File: config.mk
export PLATFORM = sky130hd
export DESIGN_NAME = noc_local_ni
export DESIGN_NICKNAME = d
export VERILOG_FILES = /design/src/rtl/noc_local_ni.sv
export SDC_FILE = /design/constraint.sdc
export NUM_CORES = 1
export LEC_CHECK = 0
export ABC_AREA = 1
export CAP_MARGIN = 20
export CORE_ASPECT_RATIO = 0.6
export CORE_UTILIZATION = 25
export DETAILED_ROUTE_END_ITERATION = 16
export PLACE_DENSITY_LB_ADDON = 0.12
export SLEW_MARGIN = 20
export SYNTH_ARGS = -nofsm -noshare
export SYNTH_HDL_FRONTEND = slang
export SYNTH_SLANG_ARGS = --single-unit
export TNS_END_PERCENT = 50
File: constraint.sdc
create_clock -name noc_clk -period 1.76 [get_ports noc_clk]
set_input_delay 0.176 -clock noc_clk [delete_from_list [all_inputs] [get_ports noc_clk]]
set_output_delay 0.176 -clock noc_clk [all_outputs]
set_load 0.1 [all_outputs]
File: src/rtl/noc_local_ni.sv
// Mesh local-port network interface: packetizes TX requests into header/body/tail flits and strips headers on RX.
// Latency: request or data word accept to flit valid is 1 cycle; RX flit accept to rx word valid is 1 cycle.
// Backpressure: sender_*/rx_* are registered stages held until accepted; a stage reloads on the cycle its contents leave.
// Optional error checking is enabled with `define NOC_NI_ERR_CHECK_EN (err_flags tied to 0 otherwise).

`ifndef Noc_Data_Width
`define Noc_Data_Width 32
`endif

module noc_local_ni #(
  parameter int X_ID    = 0,
  parameter int Y_ID    = 0,
  parameter int COORD_W = 4,
  parameter int LEN_W   = 8,
  parameter int W       = `Noc_Data_Width
) (
  input  logic               noc_clk,
  input  logic               noc_rst_n,
  input  logic               tx_req_valid,
  output logic               tx_req_ready,
  input  logic [COORD_W-1:0] tx_req_dest_x,
  input  logic [COORD_W-1:0] tx_req_dest_y,
  input  logic [LEN_W-1:0]   tx_req_len,
  input  logic               tx_data_valid,
  output logic               tx_data_ready,
  input  logic [W-1:0]       tx_data,
  output logic               sender_valid,
  input  logic               sender_ready,
  output logic [W-1:0]       sender_flit,
  output logic               sender_is_header,
  output logic               sender_is_tail,
  input  logic               receive_valid,
  output logic               receive_ready,
  input  logic [W-1:0]       receive_flit,
  input  logic               receive_is_header,
  input  logic               receive_is_tail,
  output logic               rx_valid,
  input  logic               rx_ready,
  output logic [W-1:0]       rx_data,
  output logic [COORD_W-1:0] rx_src_x,
  output logic [COORD_W-1:0] rx_src_y,
  output logic               rx_last,
  output logic [15:0]        rx_pkt_count,
  output logic [2:0]         err_flags
);

  // Header field boundaries, LSB first: dest_y, dest_x, src_y, src_x, len.
  localparam int HL = 4*COORD_W + LEN_W;

  typedef enum logic {T_IDLE, T_BODY} tx_state_e;
  typedef enum logic {R_IDLE, R_BODY} rx_state_e;

  // ---------------- TX path ----------------
  tx_state_e        tx_state_q, tx_state_d;
  logic [LEN_W-1:0] tx_rem_q, tx_rem_d;
  logic             snd_vld_q, snd_vld_d;
  logic [W-1:0]     snd_flit_q, snd_flit_d;
  logic             snd_hdr_q, snd_hdr_d;
  logic             snd_tail_q, snd_tail_d;
  logic             tx_adv;

  // The output stage can take a new flit when it is empty or draining this cycle.
  assign tx_adv        = !snd_vld_q || sender_ready;
  assign tx_req_ready  = (tx_state_q == T_IDLE) && tx_adv;
  assign tx_data_ready = (tx_state_q == T_BODY) && tx_adv;

  assign sender_valid     = snd_vld_q;
  assign sender_flit      = snd_flit_q;
  assign sender_is_header = snd_hdr_q;
  assign sender_is_tail   = snd_tail_q;

  // TX next state: build the header on request accept, then stream body words until remaining hits 1.
  always_comb begin
    tx_state_d = tx_state_q;
    tx_rem_d   = tx_rem_q;
    snd_vld_d  = snd_vld_q;
    snd_flit_d = snd_flit_q;
    snd_hdr_d  = snd_hdr_q;
    snd_tail_d = snd_tail_q;
    if (snd_vld_q && sender_ready) begin
      snd_vld_d = 1'b0;
    end
    if (tx_req_valid && tx_req_ready) begin
      snd_vld_d                            = 1'b1;
      snd_flit_d                           = '0;
      snd_flit_d[COORD_W-1:0]              = tx_req_dest_y;
      snd_flit_d[2*COORD_W-1:COORD_W]      = tx_req_dest_x;
      snd_flit_d[3*COORD_W-1:2*COORD_W]    = COORD_W'(Y_ID);
      snd_flit_d[4*COORD_W-1:3*COORD_W]    = COORD_W'(X_ID);
      snd_flit_d[HL-1:4*COORD_W]           = tx_req_len;
      snd_hdr_d                            = 1'b1;
      snd_tail_d                           = (tx_req_len == '0);
      if (tx_req_len != '0) begin
        tx_state_d = T_BODY;
        tx_rem_d   = tx_req_len;
      end
    end else if (tx_data_valid && tx_data_ready) begin
      snd_vld_d  = 1'b1;
      snd_flit_d = tx_data;
      snd_hdr_d  = 1'b0;
      snd_tail_d = (tx_rem_q == LEN_W'(1));
      tx_rem_d   = tx_rem_q - LEN_W'(1);
      if (tx_rem_q == LEN_W'(1)) begin
        tx_state_d = T_IDLE;
      end
    end
  end

  // TX state and output-stage registers.
  always_ff @(posedge noc_clk or negedge noc_rst_n) begin
    if (!noc_rst_n) begin
      tx_state_q <= T_IDLE;
      tx_rem_q   <= '0;
      snd_vld_q  <= 1'b0;
      snd_flit_q <= '0;
      snd_hdr_q  <= 1'b0;
      snd_tail_q <= 1'b0;
    end else begin
      tx_state_q <= tx_state_d;
      tx_rem_q   <= tx_rem_d;
      snd_vld_q  <= snd_vld_d;
      snd_flit_q <= snd_flit_d;
      snd_hdr_q  <= snd_hdr_d;
      snd_tail_q <= snd_tail_d;
    end
  end

  // ---------------- RX path ----------------
  rx_state_e          rx_state_q, rx_state_d;
  logic [COORD_W-1:0] pkt_sx_q, pkt_sx_d;
  logic [COORD_W-1:0] pkt_sy_q, pkt_sy_d;
  logic               rx_vld_q, rx_vld_d;
  logic [W-1:0]       rx_dat_q, rx_dat_d;
  logic [COORD_W-1:0] rx_sx_q, rx_sx_d;
  logic [COORD_W-1:0] rx_sy_q, rx_sy_d;
  logic               rx_last_q, rx_last_d;
  logic [15:0]        pkt_cnt_q, pkt_cnt_d;
  logic               rx_acc;

`ifdef NOC_NI_ERR_CHECK_EN
  logic [LEN_W-1:0] exp_q, exp_d;
  logic [LEN_W-1:0] cnt_q, cnt_d;
  logic [2:0]       err_q, err_d;
  logic [LEN_W-1:0] hdr_len;
  assign hdr_len   = receive_flit[HL-1:4*COORD_W];
  assign err_flags = err_q;
`else
  assign err_flags = 3'b000;
`endif

  // Headers are always taken in R_IDLE; body flits need the rx word stage free.
  assign receive_ready = (rx_state_q == R_IDLE) || !rx_vld_q || rx_ready;
  assign rx_acc        = receive_valid && receive_ready;

  assign rx_valid     = rx_vld_q;
  assign rx_data      = rx_dat_q;
  assign rx_src_x     = rx_sx_q;
  assign rx_src_y     = rx_sy_q;
  assign rx_last      = rx_last_q;
  assign rx_pkt_count = pkt_cnt_q;

  // RX next state: latch source on header, forward body words, count packets on tail.
  // The source is copied into the word stage with each word so a following header cannot disturb a held word.
  always_comb begin
    rx_state_d = rx_state_q;
    pkt_sx_d   = pkt_sx_q;
    pkt_sy_d   = pkt_sy_q;
    rx_vld_d   = rx_vld_q;
    rx_dat_d   = rx_dat_q;
    rx_sx_d    = rx_sx_q;
    rx_sy_d    = rx_sy_q;
    rx_last_d  = rx_last_q;
    pkt_cnt_d  = pkt_cnt_q;
`ifdef NOC_NI_ERR_CHECK_EN
    exp_d = exp_q;
    cnt_d = cnt_q;
    err_d = err_q;
`endif
    if (rx_vld_q && rx_ready) begin
      rx_vld_d = 1'b0;
    end
    if (rx_acc) begin
      if (receive_is_header) begin
        pkt_sx_d = receive_flit[4*COORD_W-1:3*COORD_W];
        pkt_sy_d = receive_flit[3*COORD_W-1:2*COORD_W];
`ifdef NOC_NI_ERR_CHECK_EN
        exp_d = hdr_len;
        cnt_d = '0;
        if (receive_flit[2*COORD_W-1:COORD_W] != COORD_W'(X_ID) ||
            receive_flit[COORD_W-1:0] != COORD_W'(Y_ID)) begin
          err_d[1] = 1'b1;
        end
        // A header cutting into a packet, or a header-only packet claiming a payload, is a length error.
        if (rx_state_q == R_BODY || (receive_is_tail && hdr_len != '0)) begin
          err_d[2] = 1'b1;
        end
`endif
        if (receive_is_tail) begin
          pkt_cnt_d  = pkt_cnt_q + 16'd1;
          rx_state_d = R_IDLE;
        end else begin
          rx_state_d = R_BODY;
        end
      end else if (rx_state_q == R_BODY) begin
        rx_vld_d  = 1'b1;
        rx_dat_d  = receive_flit;
        rx_sx_d   = pkt_sx_q;
        rx_sy_d   = pkt_sy_q;
        rx_last_d = receive_is_tail;
`ifdef NOC_NI_ERR_CHECK_EN
        cnt_d = cnt_q + LEN_W'(1);
        if (receive_is_tail ? (cnt_d != exp_q) : (cnt_d == exp_q)) begin
          err_d[2] = 1'b1;
        end
`endif
        if (receive_is_tail) begin
          pkt_cnt_d  = pkt_cnt_q + 16'd1;
          rx_state_d = R_IDLE;
        end
      end else begin
        // Body flit with no packet open: swallowed.
`ifdef NOC_NI_ERR_CHECK_EN
        err_d[0] = 1'b1;
`endif
      end
    end
  end

  // RX state, word stage and packet counter registers.
  always_ff @(posedge noc_clk or negedge noc_rst_n) begin
    if (!noc_rst_n) begin
      rx_state_q <= R_IDLE;
      pkt_sx_q   <= '0;
      pkt_sy_q   <= '0;
      rx_vld_q   <= 1'b0;
      rx_dat_q   <= '0;
      rx_sx_q    <= '0;
      rx_sy_q    <= '0;
      rx_last_q  <= 1'b0;
      pkt_cnt_q  <= '0;
    end else begin
      rx_state_q <= rx_state_d;
      pkt_sx_q   <= pkt_sx_d;
      pkt_sy_q   <= pkt_sy_d;
      rx_vld_q   <= rx_vld_d;
      rx_dat_q   <= rx_dat_d;
      rx_sx_q    <= rx_sx_d;
      rx_sy_q    <= rx_sy_d;
      rx_last_q  <= rx_last_d;
      pkt_cnt_q  <= pkt_cnt_d;
    end
  end

`ifdef NOC_NI_ERR_CHECK_EN
  // Length tracking and sticky error flags, cleared only by reset.
  always_ff @(posedge noc_clk or negedge noc_rst_n) begin
    if (!noc_rst_n) begin
      exp_q <= '0;
      cnt_q <= '0;
      err_q <= '0;
    end else begin
      exp_q <= exp_d;
      cnt_q <= cnt_d;
      err_q <= err_d;
    end
  end
`endif

endmodule

==> flow_results.xml <==
<?xml version="1.0" encoding="UTF-8"?>
<metrics>
  <group name="run_status">
    <metric name="outcome" unit="">finished clean</metric>
  </group>
  <group name="final_layout">
    <metric name="layout.core_utilization" unit="%">38.68</metric>
    <metric name="seq_area" unit="mm^2">0.002794</metric>
    <metric name="num-nets-final" unit="">860</metric>
    <metric name="drive_gt1_share" unit="%">20.83</metric>
    <metric name="antenna-diode-count" unit="">0</metric>
    <metric name="multi_input_comb_area" unit="mm^2">0.001754</metric>
    <metric name="fillCellCount" unit="">1946</metric>
    <metric name="flow.area_growth_from_synthesis" unit="%">51.00</metric>
  </group>
  <group name="cts">
    <metric name="cts_tree" unit="">done</metric>
    <metric name="clkLatencyLatePin" unit="ns">0.35</metric>
    <metric name="tritoncts.num_buffers" unit="">9</metric>
    <metric name="clkSinkCount" unit="">111</metric>
    <metric name="clk_path_buf_depth" unit="">2</metric>
    <metric name="clock_tree.root_cell" unit="">sky130_fd_sc_hd__clkbuf_16</metric>
    <metric name="worst_setup_hold_path_clk_slew" unit="ns">0.08</metric>
    <metric name="post_cts.repair.setup_buffers" unit="">0</metric>
    <metric name="htree_levels" unit="">3</metric>
  </group>
  <group name="global_route">
    <metric name="grt_pass1_wl" unit="um">22780</metric>
    <metric name="grt_pass1_vias" unit="">4311</metric>
    <metric name="total_routing_usage_reported_by_global_routing" unit="%">14.36</metric>
    <metric name="initial_antenna_violation_count" unit="">0</metric>
    <metric name="grt_remaining_overflow" unit="">0</metric>
    <metric name="grt_start_max_net_pins" unit="">67</metric>
  </group>
  <group name="timing">
    <metric name="highest_clock_frequency_the_design_can_meet" unit="MHz">642.8</metric>
    <metric name="hold_viol_final" unit="">0</metric>
    <metric name="setup_total_negative_slack" unit="ns">0</metric>
    <metric name="timing_max_transition_violations_final" unit="">0</metric>
    <metric name="worst_clock_skew" unit="ns">0.006284</metric>
    <metric name="layout_min_cycle_time" unit="ns">1.556</metric>
    <metric name="period_share" unit="%">88.39</metric>
    <metric name="setup_viol" unit="">0</metric>
    <metric name="rsz0062_at_grt" unit="">false</metric>
  </group>
  <group name="floorplan">
    <metric name="io-pin-count" unit="">188</metric>
    <metric name="die_y" unit="um">110.4</metric>
    <metric name="die_width" unit="um">182.7</metric>
    <metric name="floorplan.rows" unit="">39</metric>
    <metric name="floorplan.initialDensity" unit="%">25.61</metric>
    <metric name="floorplan.die_area" unit="mm^2">0.02018</metric>
    <metric name="design.core.area" unit="mm^2">0.01913</metric>
  </group>
  <group name="pwr">
    <metric name="static-leakage-power" unit="nW">3.677</metric>
    <metric name="power.ir.vdd_worst" unit="V">0.001481</metric>
    <metric name="power_density" unit="mW/mm^2">1968</metric>
  </group>
  <group name="detailed_routing">
    <metric name="drc_errors" unit="">0</metric>
    <metric name="finalWirelength" unit="um">14020</metric>
    <metric name="detailedRoute.firstIterationViolations" unit="">178</metric>
    <metric name="length_of_the_first_detailed_routing_pass_in_iterations" unit="">5</metric>
    <metric name="postRouteAntennaNets" unit="">0</metric>
    <metric name="wire_per_inst" unit="um">13.49</metric>
    <metric name="num_vias" unit="">4379</metric>
    <metric name="avgViaCountPerCell" unit="">4.215</metric>
  </group>
  <group name="synthesis">
    <metric name="post_synth_inst_count" unit="">578</metric>
    <metric name="synth_enable_flop_cells" unit="">0</metric>
    <metric name="post-synth-top-count-cell" unit="">sky130_fd_sc_hd__nand2_1</metric>
    <metric name="seq_area_frac_synth" unit="%">56.69</metric>
    <metric name="ys.warnings.count" unit="">0</metric>
    <metric name="top_ff_cell_synth" unit="">sky130_fd_sc_hd__dfrtp_1</metric>
    <metric name="post_synth_most_frequent_cells" unit="">sky130_fd_sc_hd__nand2_1 (179), sky130_fd_sc_hd__dfrtp_1 (111), sky130_fd_sc_hd__inv_1 (63), sky130_fd_sc_hd__nand3_1 (63)</metric>
    <metric name="post_synth.cell_area_avg" unit="um^2">8.477</metric>
    <metric name="yosysTopAreaCellShare" unit="%">56.69</metric>
    <metric name="asyncSetResetFlopFracSynth" unit="%">100.0</metric>
    <metric name="number_of_unique_standard_cell_types_used_by_synthesis" unit="">28</metric>
    <metric name="netlist_area" unit="mm^2">0.004900</metric>
    <metric name="ys_ff_latch" unit="">111</metric>
    <metric name="synth.largest_area_cell" unit="">sky130_fd_sc_hd__dfrtp_1</metric>
    <metric name="synth.top_cells.by_area" unit="">sky130_fd_sc_hd__dfrtp_1 (57%), sky130_fd_sc_hd__nand2_1 (14%), sky130_fd_sc_hd__nand3_1 (6.4%), sky130_fd_sc_hd__inv_1 (4.8%), sky130_fd_sc_hd__o21ai_1 (3.2%)</metric>
  </group>
  <group name="critical_path">
    <metric name="rr_endpoint" unit="">rx_pkt_count[12]</metric>
    <metric name="critical_path.reg2reg.startpoint" unit="">rx_pkt_count[1]</metric>
    <metric name="crit_path_max_fanout" unit="">3</metric>
    <metric name="worst_ep_required_time" unit="ns">1.58</metric>
    <metric name="worst-r2r-cell-count" unit="">8</metric>
    <metric name="setup.worst_path.start" unit="">tx_state_q</metric>
    <metric name="worst_ep_arrival_time" unit="ns">1.38</metric>
    <metric name="worstSetupPathType" unit="">reg2out</metric>
    <metric name="worst-r2r-setup-slack" unit="ns">0.21</metric>
    <metric name="worstSetupEndpoint" unit="">tx_data_ready</metric>
    <metric name="worst_setup_path_end_kind" unit="">primary output</metric>
    <metric name="crit_path_start_kind" unit="">flip-flop</metric>
  </group>
  <group name="hold_path">
    <metric name="timing.hold.worst.class" unit="">in2async</metric>
  </group>
  <group name="run">
    <metric name="max-cap-violations" unit="">0</metric>
  </group>
  <group name="place">
    <metric name="portBuffers" unit="">184</metric>
    <metric name="dp.final_hpwl" unit="um">10480</metric>
    <metric name="routabilityCongestion" unit="">0.8457</metric>
  </group>
</metrics>
## power breakdown
group | switching (W) | total, W | internal [W]
clock | 0.00100 | 0.00199 | 0.000992
sequential | 0.000576 | 0.00393 | 0.00335
combinational | 0.00669 | 0.00863 | 0.00194
## layer usage
metal	part of all wire [%]	global-route usage, %	up-vias
li1	-	-	2193
met1	53	21.80	2018
met2	38	18.91	159
met3	8.6	4.848	9
met4	0.85	3.866	0
met5	0	0	-
## worst min-delay path by stage
stage | from | end | slack, ns | depth (start not counted)
2_1_floorplan | noc_rst_n | pkt_sx_q[0] | -0.12 | 0
3_3_place_gp | noc_rst_n | sender_is_header | 0.09 | 1
3_5_place_dp | noc_rst_n | sender_flit[31] | 0.08 | 1
4_1_cts | noc_rst_n | sender_flit[31] | 0.24 | 2
5_1_grt | noc_rst_n | sender_flit[10] | 0.27 | 2
6_report | noc_rst_n | sender_flit[10] | 0.25 | 2
## critical path: stages (launching register included)
cell                      delay, ns
sky130_fd_sc_hd__dfrtp_1       0.42
sky130_fd_sc_hd__inv_2         0.08
sky130_fd_sc_hd__a21oi_2       0.19
sky130_fd_sc_hd__buf_4         0.17
sky130_fd_sc_hd__buf_12        0.17
## cell usage in the layout (no fill, tap or decap)
master,count
sky130_fd_sc_hd__dlygate4sd3_1,1
sky130_fd_sc_hd__dfrtp_4,1
sky130_fd_sc_hd__inv_8,2
sky130_fd_sc_hd__ha_1,3
sky130_fd_sc_hd__o22ai_1,1
sky130_fd_sc_hd__inv_6,1
sky130_fd_sc_hd__a21oi_1,2
sky130_fd_sc_hd__nand2_4,2
sky130_fd_sc_hd__dfrtp_2,10
sky130_fd_sc_hd__a21oi_2,1
sky130_fd_sc_hd__nand3_2,1
sky130_fd_sc_hd__dfrtp_1,100
sky130_fd_sc_hd__inv_2,6
sky130_fd_sc_hd__clkinv_4,3
sky130_fd_sc_hd__buf_12,19
sky130_fd_sc_hd__xor2_1,7
sky130_fd_sc_hd__nand3_1,63
sky130_fd_sc_hd__clkinv_2,1
sky130_fd_sc_hd__clkdlybuf4s50_1,87
sky130_fd_sc_hd__clkbuf_16,9
sky130_fd_sc_hd__nand3_4,2
sky130_fd_sc_hd__xnor2_1,3
sky130_fd_sc_hd__inv_1,62
sky130_fd_sc_hd__nor2_1,29
sky130_fd_sc_hd__o21ai_0,29
sky130_fd_sc_hd__nand2_2,3
sky130_fd_sc_hd__buf_4,95
sky130_fd_sc_hd__conb_1,3
sky130_fd_sc_hd__nand3b_1,3
sky130_fd_sc_hd__nand4_1,5
sky130_fd_sc_hd__nor3_1,2
sky130_fd_sc_hd__o21ai_1,31
sky130_fd_sc_hd__nand2_1,179
sky130_fd_sc_hd__o211ai_1,2
sky130_fd_sc_hd__nor2_2,5
## state kept, by name (all words and copies together), names as in the netlist, 4 cells and up
signal	count
rx_src_x	4
sender_flit	32
pkt_sx_q	4
rx_pkt_count	16
rx_src_y	4
pkt_sy_q	4
tx_rem_q	8
rx_data	32
## metrics by stage
step / hold slack (ns) / setup slack, ns / power [W] / cell area, um^2 / cells
5_1_grt: 0.2671 / 0.03126 / 0.01527 / 7398 / 1039
6_report: 0.2494 / 0.2044 / 0.01456 / 7398 / 1039
4_1_cts: 0.2355 / 0.1304 / 0.01473 / 7396 / 1039
3_3_place_gp: 0.08568 / 0.1341 / 0.01258 / 7098 / 1022
2_1_floorplan: -0.1196 / -0.002655 / 0.01027 / 4941 / 580
3_5_place_dp: 0.08431 / 0.1130 / 0.01264 / 7098 / 1022
## layout make-up
| cell class | instances | area share [%] |
|---|---|---|
| Tap cell | 266 | 4.499 |
| Inverter | 68 | 3.450 |
| Clock buffer | 9 | 3.044 |
| Clock inverter | 7 | 0.8456 |
| Sequential cell | 111 | 37.76 |
| Multi-Input combinational cell | 376 | 23.71 |
| Timing Repair Buffer | 202 | 26.69 |
## kinds of logic after synthesis
group,after synthesis,synth area share (%)
flops,111,56.69
xor+xnor,10,1.788
fa+ha+maj,3,0.7662
other cells,1,0.07654
compound gates,66,6.946
simple gates,294,25.71
buf+inv,93,8.018
## what timing repair did
action                     CTS  global route
hold endpoints to repair    17             0
gates resized for setup      0             1
setup endpoints to repair    0             1
hold buffers                 1             0
Power figures use the tool's default switching activity.
